### src/rtl/lcd_pkg.sv
// ============================================================================
//  Module      : lcd_pkg
//  Description : HD44780 opcodes, character codes, init command list and the
//                bus-arbiter state encoding shared by the LCD datapath.
//  Revision    : 1.0 - initial release
// ============================================================================
`default_nettype none

package lcd_pkg;

    localparam logic [7:0] CMD_FUNCTION_SET = 8'h38;
    localparam logic [7:0] CMD_DISPLAY_OFF  = 8'h08;
    localparam logic [7:0] CMD_CLEAR        = 8'h01;
    localparam logic [7:0] CMD_ENTRY_MODE   = 8'h06;
    localparam logic [7:0] CMD_DISPLAY_ON   = 8'h0C;
    localparam logic [7:0] CMD_RETURN_HOME  = 8'h02;
    localparam logic [7:0] CMD_SET_LINE1    = 8'h80;
    localparam logic [7:0] CMD_SET_LINE2    = 8'hC0;

    localparam logic [7:0] CG_SPACE  = 8'h20;
    localparam logic [7:0] CG_DASH   = 8'h2D;
    localparam logic [7:0] CG_SLASH  = 8'h2F;
    localparam logic [7:0] CG_DIGIT0 = 8'h30;
    localparam logic [7:0] CG_COLON  = 8'h3A;
    localparam logic [7:0] CG_UPPER_A = 8'h41;
    localparam logic [7:0] CG_LOWER_A = 8'h61;

    localparam int INIT_LEN = 6;

    typedef enum logic [1:0] {
        S_PWRUP = 2'd0,
        S_INIT  = 2'd1,
        S_IDLE  = 2'd2,
        S_SLOT  = 2'd3
    } lcd_state_t;

    function automatic logic [7:0] init_cmd(input logic [2:0] idx);
        case (idx)
            3'd0:    init_cmd = CMD_FUNCTION_SET;
            3'd1:    init_cmd = CMD_DISPLAY_OFF;
            3'd2:    init_cmd = CMD_CLEAR;
            3'd3:    init_cmd = CMD_ENTRY_MODE;
            3'd4:    init_cmd = CMD_DISPLAY_ON;
            default: init_cmd = CMD_RETURN_HOME;
        endcase
    endfunction

    // Clear and Return Home need extra execution time inside the controller.
    function automatic logic is_long_cmd(input logic rs, input logic [7:0] data);
        is_long_cmd = !rs && ((data == CMD_CLEAR) || (data == CMD_RETURN_HOME));
    endfunction

endpackage

`default_nettype wire

### src/rtl/lcd_tick_gen.sv
// ============================================================================
//  Module      : lcd_tick_gen
//  Description : Free-running 0..CNT1MS-1 counter producing a one-clk 1 ms tick.
//  Revision    : 1.0 - initial release
// ============================================================================
`default_nettype none

module lcd_tick_gen #(
    parameter int CNT1MS = 100_000
) (
    input  logic clk,
    input  logic resetn,
    output logic tick1ms
);

    localparam int CW = (CNT1MS > 1) ? $clog2(CNT1MS) : 1;
    localparam logic [CW-1:0] CNT_MAX = CW'(CNT1MS - 1);

    logic [CW-1:0] cnt;

    always_ff @(posedge clk or negedge resetn) begin
        if (!resetn) begin
            cnt     <= '0;
            tick1ms <= 1'b0;
        end else begin
            tick1ms <= (cnt == CNT_MAX);
            cnt     <= (cnt == CNT_MAX) ? '0 : cnt + 1'b1;
        end
    end

endmodule

`default_nettype wire

### src/rtl/lcd_bus_arbiter.sv
// ============================================================================
//  Module      : lcd_bus_arbiter
//  Description : Runs HD44780 init, then shares the LCD bus between two byte
//                requesters with round-robin plus burst lock; 1 ms paced writes.
//                Optional LCD_PWRUP_WAIT_EN adds a PWRUP_MS wait before init.
//  Revision    : 1.0 - initial release
// ============================================================================
`default_nettype none

module lcd_bus_arbiter
    import lcd_pkg::*;
#(
    parameter int CNT1MS        = 100_000,
    parameter int PWRUP_MS      = 20,
    parameter int LONG_EXTRA_MS = 4
) (
    input  logic        clk,
    input  logic        resetn,
    input  logic [1:0]  req_valid,
    input  logic [1:0]  req_rs,
    input  logic [15:0] req_data,
    input  logic [1:0]  req_lock,
    output logic [1:0]  req_ready,
    output logic        init_done,
    output logic        lcd_e,
    output logic        lcd_rs,
    output logic        lcd_rw,
    output logic [7:0]  lcd_data
);

    localparam int PH_MAX = (PWRUP_MS > 3 + LONG_EXTRA_MS) ? PWRUP_MS : 3 + LONG_EXTRA_MS;
    localparam int PH_W   = $clog2(PH_MAX + 1);
    localparam logic [PH_W-1:0] PH_END_SHORT = PH_W'(3);
    localparam logic [PH_W-1:0] PH_END_LONG  = PH_W'(3 + LONG_EXTRA_MS);
`ifdef LCD_PWRUP_WAIT_EN
    localparam lcd_state_t RESET_STATE = S_PWRUP;
`else
    localparam lcd_state_t RESET_STATE = S_INIT;
`endif

    logic            tick1ms;
    lcd_state_t      state, state_nxt;
    logic [PH_W-1:0] ph, ph_nxt, ph_inc;
    logic [2:0]      init_idx, init_idx_nxt;
    logic            init_done_nxt;
    logic            rr_last, rr_last_nxt;
    logic            owner_vld, owner_vld_nxt;
    logic            owner_id, owner_id_nxt;
    logic            slot_long, slot_long_nxt;
    logic            lcd_e_nxt, lcd_rs_nxt;
    logic [7:0]      lcd_data_nxt;
    logic            grant, gid;

    lcd_tick_gen #(
        .CNT1MS (CNT1MS)
    ) u_tick (
        .clk     (clk),
        .resetn  (resetn),
        .tick1ms (tick1ms)
    );

    assign lcd_rw = 1'b0;
    assign ph_inc = ph + 1'b1;

    always_ff @(posedge clk or negedge resetn) begin
        if (!resetn) begin
            state     <= RESET_STATE;
            ph        <= '0;
            init_idx  <= '0;
            init_done <= 1'b0;
            rr_last   <= 1'b1;
            owner_vld <= 1'b0;
            owner_id  <= 1'b0;
            slot_long <= 1'b0;
            lcd_e     <= 1'b0;
            lcd_rs    <= 1'b0;
            lcd_data  <= 8'h00;
        end else begin
            state     <= state_nxt;
            ph        <= ph_nxt;
            init_idx  <= init_idx_nxt;
            init_done <= init_done_nxt;
            rr_last   <= rr_last_nxt;
            owner_vld <= owner_vld_nxt;
            owner_id  <= owner_id_nxt;
            slot_long <= slot_long_nxt;
            lcd_e     <= lcd_e_nxt;
            lcd_rs    <= lcd_rs_nxt;
            lcd_data  <= lcd_data_nxt;
        end
    end

    always_comb begin
        state_nxt     = state;
        ph_nxt        = ph;
        init_idx_nxt  = init_idx;
        init_done_nxt = init_done;
        rr_last_nxt   = rr_last;
        owner_vld_nxt = owner_vld;
        owner_id_nxt  = owner_id;
        slot_long_nxt = slot_long;
        lcd_rs_nxt    = lcd_rs;
        lcd_data_nxt  = lcd_data;
        req_ready     = 2'b00;
        grant         = 1'b0;
        gid           = 1'b0;

        case (state)
            S_PWRUP: begin
`ifdef LCD_PWRUP_WAIT_EN
                if (tick1ms) begin
                    if (ph == PH_W'(PWRUP_MS - 1)) begin
                        ph_nxt    = '0;
                        state_nxt = S_INIT;
                    end else begin
                        ph_nxt = ph_inc;
                    end
                end
`else
                state_nxt = S_INIT;
`endif
            end

            S_INIT: begin
                lcd_rs_nxt    = 1'b0;
                lcd_data_nxt  = init_cmd(init_idx);
                slot_long_nxt = is_long_cmd(1'b0, init_cmd(init_idx));
                ph_nxt        = '0;
                state_nxt     = S_SLOT;
            end

            S_IDLE: begin
                // A held lock blocks the other requester even when it is valid.
                if (owner_vld && req_lock[owner_id]) begin
                    grant = req_valid[owner_id];
                    gid   = owner_id;
                end else begin
                    owner_vld_nxt = 1'b0;
                    if (req_valid[~rr_last]) begin
                        grant = 1'b1;
                        gid   = ~rr_last;
                    end else if (req_valid[rr_last]) begin
                        grant = 1'b1;
                        gid   = rr_last;
                    end
                end

                if (grant) begin
                    req_ready     = gid ? 2'b10 : 2'b01;
                    lcd_rs_nxt    = req_rs[gid];
                    lcd_data_nxt  = gid ? req_data[15:8] : req_data[7:0];
                    slot_long_nxt = is_long_cmd(req_rs[gid], gid ? req_data[15:8] : req_data[7:0]);
                    rr_last_nxt   = gid;
                    if (req_lock[gid]) begin
                        owner_vld_nxt = 1'b1;
                        owner_id_nxt  = gid;
                    end
                    ph_nxt    = '0;
                    state_nxt = S_SLOT;
                end
            end

            S_SLOT: begin
                if (tick1ms) begin
                    if (ph_inc == (slot_long ? PH_END_LONG : PH_END_SHORT)) begin
                        ph_nxt = '0;
                        if (init_done) begin
                            state_nxt = S_IDLE;
                        end else if (init_idx == 3'(INIT_LEN - 1)) begin
                            init_done_nxt = 1'b1;
                            state_nxt     = S_IDLE;
                        end else begin
                            init_idx_nxt = init_idx + 1'b1;
                            state_nxt    = S_INIT;
                        end
                    end else begin
                        ph_nxt = ph_inc;
                    end
                end
            end

            default: state_nxt = RESET_STATE;
        endcase
    end

    // E is registered from the next phase so it is high exactly while ph==1.
    assign lcd_e_nxt = (state_nxt == S_SLOT) && (ph_nxt == PH_W'(1));

endmodule

`default_nettype wire

### config.mk
export PLATFORM = sky130hd
export DESIGN_NAME = lcd_bus_arbiter
export DESIGN_NICKNAME = d
export VERILOG_FILES = /design/src/rtl/lcd_pkg.sv /design/src/rtl/lcd_tick_gen.sv /design/src/rtl/lcd_bus_arbiter.sv
export SDC_FILE = /design/constraint.sdc
export NUM_CORES = 1
export LEC_CHECK = 0
export BUFFER_PORTS_ARGS = -buffer_cell sky130_fd_sc_hd__buf_2
export CAP_MARGIN = 20
export CORE_AREA = 4 4 72 74
export DETAILED_ROUTE_END_ITERATION = 8
export DIE_AREA = 0 0 76 78
export GPL_TIMING_DRIVEN = 0
export PLACE_DENSITY = 0.76
export SLEW_MARGIN = 20
export SYNTH_ARGS = -nofsm -noshare
export SYNTH_HDL_FRONTEND = slang
export SYNTH_SLANG_ARGS = --single-unit
### constraint.sdc
create_clock -name clk -period 2.7 [get_ports clk]
set_input_delay 0.135 -clock clk [delete_from_list [all_inputs] [get_ports clk]]
set_output_delay 0.135 -clock clk [all_outputs]
set_load 0.02 [all_outputs]
* After elaboration in Yosys (flattened, before gate mapping)
Cells that the tools add are included.
** Storage, ports and cells
- Register bits :: 43
- Output and inout bits :: 14
- Word-level logic and storage cells :: 103
** Operators by class
- Add/sub/neg operators :: 3
- Order comparisons :: 4
- Equality and inequality tests :: 17
- Mux-type cells :: 49
- Bitwise logic cells :: 3
- Reductions and logical operators :: 14
** Operator list (number)
- 6-bit case mux with 5 select lines :: 1
- 1-bit two-way mux :: 27
- 8-bit two-way mux :: 3
- 17-bit by 1-bit adder with 17-bit output (second input constant) :: 1
- 17-bit equality test (second input constant) :: 1
- 17-bit two-way mux :: 1
- 8-bit by 1-bit equality test with 1-bit output (second input constant) :: 2
- 8-bit by 2-bit equality test with 1-bit output (second input constant) :: 2
- 2-bit two-way mux :: 8
- 8-bit case mux with 2 select lines :: 1
- 5-bit two-way mux :: 3
- 5-bit case mux with 3 select lines :: 1
- 1-bit by 2-bit < comparator with 1-bit output (second input constant) :: 4
- 2-bit case mux with 4 select lines :: 1
- 2-bit equality test (second input constant) :: 3
- 3-bit by 2-bit equality test with 1-bit output (second input constant) :: 2
- 3-bit equality test (second input constant) :: 2
- 3-bit AND reduction :: 2
- 5-bit by 1-bit adder with 5-bit output (second input constant) :: 1
- 5-bit by 1-bit equality test with 1-bit output (second input constant) :: 1
- 5-bit by 3-bit equality test with 1-bit output :: 1
- 5-bit AND reduction :: 1
- 1-bit case mux with 2 select lines :: 2
- 2-bit AND reduction :: 2
- 12 further kinds :: 17

* Depth between registers and ports, before layout
- Word-level depth :: 12
- Depth in mapped cells :: 8
- Mapped depth without buffers :: 6

* By module
Synthesis repeated with hierarchy kept, for this count alone.
** Second synthesis, totals
- Cells, all modules :: 255
- Area total of the unflattened synthesis :: 2488.6 um^2
** Modules (own cells, without submodules)
- lcd_bus_arbiter :: instances 1, cells an instance 180, area each 1670.4 um^2, seq. area each 628.1 um^2
- lcd_tick_gen :: instances 1, cells an instance 75, area each 818.3 um^2, seq. area each 450.4 um^2

* Least setup slack after synthesis
No wires, ideal clock.
- Path kind :: register to output
- From :: register owner_id
- To :: output port req_ready[1]
- Arrival :: 1.967 ns
- Data required time :: 2.565 ns
- Path slack :: 0.598 ns
- Stages on the path, launching flop included :: 6
- Path buffers :: 2
- Cell sequence :: dfrtp_1 -> and4b_1 -> or4_4 -> buf_6 -> clkbuf_1 -> nor3_1
** Between the ends
- Cells in the longest elaborated chain, start to end :: 8
- Elaborated cells on any way between the ends :: 12
- Those cells by class :: 11 x mux; 1 x reduce/logical
** Ends and longest elaborated chain
- from (decl) :: RTL line lcd_bus_arbiter.sv:48 : logic owner_id, owner_id_nxt;
- from (signal assigned) :: RTL line lcd_bus_arbiter.sv:85 : owner_id <= owner_id_nxt;
- 1-bit two-way mux (not written as such) (2 in a row) :: RTL line lcd_bus_arbiter.sv:134 : if (owner_vld && req_lock[owner_id]) begin
- 1-bit logical AND :: RTL line lcd_bus_arbiter.sv:134
- 1-bit two-way mux :: RTL line lcd_bus_arbiter.sv:134
- 1-bit two-way mux :: RTL line lcd_bus_arbiter.sv:108 : case (state)
- 2-bit two-way mux :: RTL line lcd_bus_arbiter.sv:149 : req_ready = gid ? 2'b10 : 2'b01;
- 2-bit two-way mux * :: RTL line lcd_bus_arbiter.sv:148 : if (grant) begin
- 2-bit two-way mux * :: RTL line lcd_bus_arbiter.sv:108
- to (decl) :: RTL line lcd_bus_arbiter.sv:23 : output logic [1:0] req_ready,
Every way passes the cells marked *; elsewhere a longest branch is shown, timed or not. The select of a mux whose other input is x is not followed.

* Final worst setup path
Ends and elaborated chain as after synthesis.

==> metrics.md <==
| Metric | Value |
|---|---|
| CTS Buf Count | 5 |
| Port Buffer Count | 36 |
| Filler cell count | 402 |
| Syn avg cell area | 9.75 sq um |
| Setup crit end kind | output port |
| Power Dens Cells | 442 nW/um^2 |
| Top post-synthesis cells by area | dfrtp_1 42%, ha_1 4.1%, mux2i_1 4.1% |
| Fmax | 411 MHz |
| Tot GR Track Use | 0.189 |
| Max-slew headroom | 0.363 |
| Die Y | 78 microns |
| Post-synth top cells | 41 x dfrtp_1, 23 x nor2_1, 19 x nand2_1 |
| Initial core utilization | 0.528 |
| Distinct cells, synth | 50 |
| IO Count | 38 |
| DP HPWL | 3950 microns |
| Startpoint types | flop |
| # setup viols final | 0 |
| Failing checks | hold timing |
| Hold buffer count at cts | 0 |
| Synth Register Bits | 43 |
| Clock Skews | 0.00893 ns |
| Critical path class | reg -> out |
| Die Footprint | 5930 sq um |
| Peak VDD IR | 0.000312 V |
| Final setup TNS | 0 ns |
| First drt pass iteration count | 4 |
| Via density | 5.73 |
| First-pass GRT wire length | 9120 microns |
| Pin count of the biggest net entering global routing | 44 |
| Status | finished with violations |
| Critical path arrival | 2.30 ns |
| Crit path largest cell delay | 0.51 ns |
| Remaining DRCs | 0 |
| Vias in the first global route | 1980 |
| Slew @ Worst Pin | 0.955 ns |
| Final WL | 5250 microns |
| Row cnt | 25 |
| Die span in x | 76 microns |
| CTS tree | built |
| Cell leakage power | 1.28 nW |
| Mapped Cells | 249 |
| Async set or reset register ratio after synthesis | 1.00 |
| CTS sink cnt | 43 |
| Synth Cell Area | 2430 sq um |
| Yosys top cell area share | 0.422 |
| Diodes inserted | 0 |
| Initial antenna violation count | 0 |
| Final WS setup | 0.269 ns |
| Setup bufs post-CTS | 0 |
| Syn. warnings | 0 |
| Share of cells above drive strength 1 | 0.205 |
| CP cell instances | and4b_1 > or4_4 > buf_6 > clkbuf_1 > nor3_1 > buf_2 |
| Fin nets | 324 |
| Number of synthesized flops with an enable pin | 0 |
| Post-route ant nets | 0 |
| Clk slew on worst S/H paths | 0.08 ns |
| Max Cap Viol | 0 |
| RD Place Congestion | 0.865 |
| Crit share post-route | 0.900 |
| Tmin final | 2.43 ns |
| WL per Instance | 15.1 microns |
| Worst-skew pair later-pin latency | 0.30 ns |
| Crit path max fanout | 10 |
| CORE AREA | 4600 sq um |
| Dominant register cell in the synthesized netlist | dfrtp_1 |
| RSZ-0062 raised after global routing | no |
| CTS Buffer Depth | 2 |
| H-tree depth | 2 |
| Most common cell in the netlist | dfrtp_1 |
| DRT iter0 DRCs | 121 |
| Post-place setup slack | 0.366 ns |
| Worst Hold Class | in -> async |
| Max-slew violations | 0 |
| Total of cells resized after clock tree synthesis | 0 |
| GR Overflow Total | 0 |
| Crit-path slowest cell | or4_4 |
| Via count | 1990 |
| Synthesis-to-layout area growth | 15.0% |
| Hold_ws | -0.0103 ns |
| Register area share after synthesis | 0.444 |
| Syn_nets | 281 |
| Clk root buf | clkbuf_8 |
| Synth area leader | dfrtp_1 |
| Final number of hold-violating endpoints | 17 |
| Worst Path Required | 2.57 ns |
[sequential cells by signal, indices dropped and copies added, names as in the netlist]
register	cells
state	2
u_tick.tick1ms	1
slot_long	1
u_tick.cnt	17
ph	5
init_idx	3
owner_vld	1
lcd_e	1
owner_id	1
init_done	1
lcd_rs	1
lcd_data	8
rr_last	1
[worst max-delay path, delay by kind of cell, from the launching register on]
family	cells	cell delay, ns
and+or+nand+nor	3	1.00
buffers and inverters	3	0.55
DFF	1	0.44
[cells in the final DEF, fill, tap and decap left out, types with 2 or more instances in the layout]
cell      instances
nor2_1           23
nand2_1          19
dfrtp_1          41
mux2_2            2
nor2b_1           2
nor3b_1           2
mux2i_1          10
o22ai_1           6
buf_2            37
and3_1            5
a21oi_1          13
ha_1              8
a32o_1            2
a21boi_0          5
nor4_1            6
xor2_1           11
o32ai_1           2
nand2b_1          5
inv_1             8
nor3_1            3
buf_4             3
dfstp_2           2
o21ai_0          10
clkbuf_1          6
xnor2_1           9
clkbuf_8          6
or3_1             5
nand4_1           4
nand3_1          14
[through the flow]
stage | hold WS (ns) | cells | area, sq um | power, mW | utilization
2_1_floorplan | -0.161 | 249 | 2430 | 0.690 | -
3_3_place_gp | 0.334 | 339 | 2680 | 0.730 | 0.582
3_5_place_dp | 0.338 | 339 | 2680 | 0.732 | 0.582
4_1_cts | 0.0166 | 347 | 2790 | 1.25 | 0.608
5_1_grt | 0.0553 | 347 | 2790 | 1.29 | 0.608
6_report | -0.0103 | 347 | 2790 | 1.24 | 0.608
[path summary, 6_finish.rpt]
| path | startpoint | endpoint | slack, ns | depth (start not counted) |
|---|---|---|---|---|
| worst min-delay path | resetn | ph[2] | -0.01 | 1 |
| worst min register to register | u_tick.cnt[4] | u_tick.cnt[4] | 0.48 | 1 |
| worst max register to register | ph[0] | init_idx[1] | 0.33 | 7 |
| worst max-delay path | owner_id | req_ready[1] | 0.27 | 6 |
| min in group clk | req_lock[1] | owner_id | 0.16 | 3 |
| max in group asynchronous | resetn | u_tick.cnt[7] | 2.12 | 1 |
[area by class of cell]
| cell class | instances | area (sq um) | share of cell area |
|---|---|---|---|
| multi-input cells | 187 | 1260 | 0.451 |
| flip-flops and latches | 43 | 1080 | 0.386 |
| repair buffers | 36 | 180 | 0.0645 |
| clock buffers | 6 | 82.6 | 0.0296 |
| well taps | 54 | 67.6 | 0.0242 |
| plain buffers | 11 | 61.3 | 0.0219 |
| clock inverters | 2 | 35.0 | 0.0125 |
| inverters | 8 | 30.0 | 0.0107 |
[power breakdown]
part | total (mW) | leakage [nW] | switching, mW | internal (mW)
sequential | 0.649 | 0.557 | 0.00207 | 0.647
combinational | 0.0697 | 0.661 | 0.0423 | 0.0274
clock | 0.518 | 0.0612 | 0.218 | 0.299
total | 1.24 | 1.28 | 0.263 | 0.973
[logic make-up after synthesis]
group / synth area share
compound gates: 0.138
fa+ha+maj: 0.0412
mux: 0.0551
flops: 0.444
xor+xnor: 0.0721
buf+inv: 0.0376
simple gates: 0.211
other cells: 0.00154
[layer usage]
metal  track usage  part of all wire  up-vias
met5             0                 0        -
met4        0.0658            0.0084        0
met3        0.0638             0.056        6
met2         0.326              0.51       37
met1         0.218              0.42      969
li1              -                 -      978
Note: power is estimated with default switching activity, not from simulation.
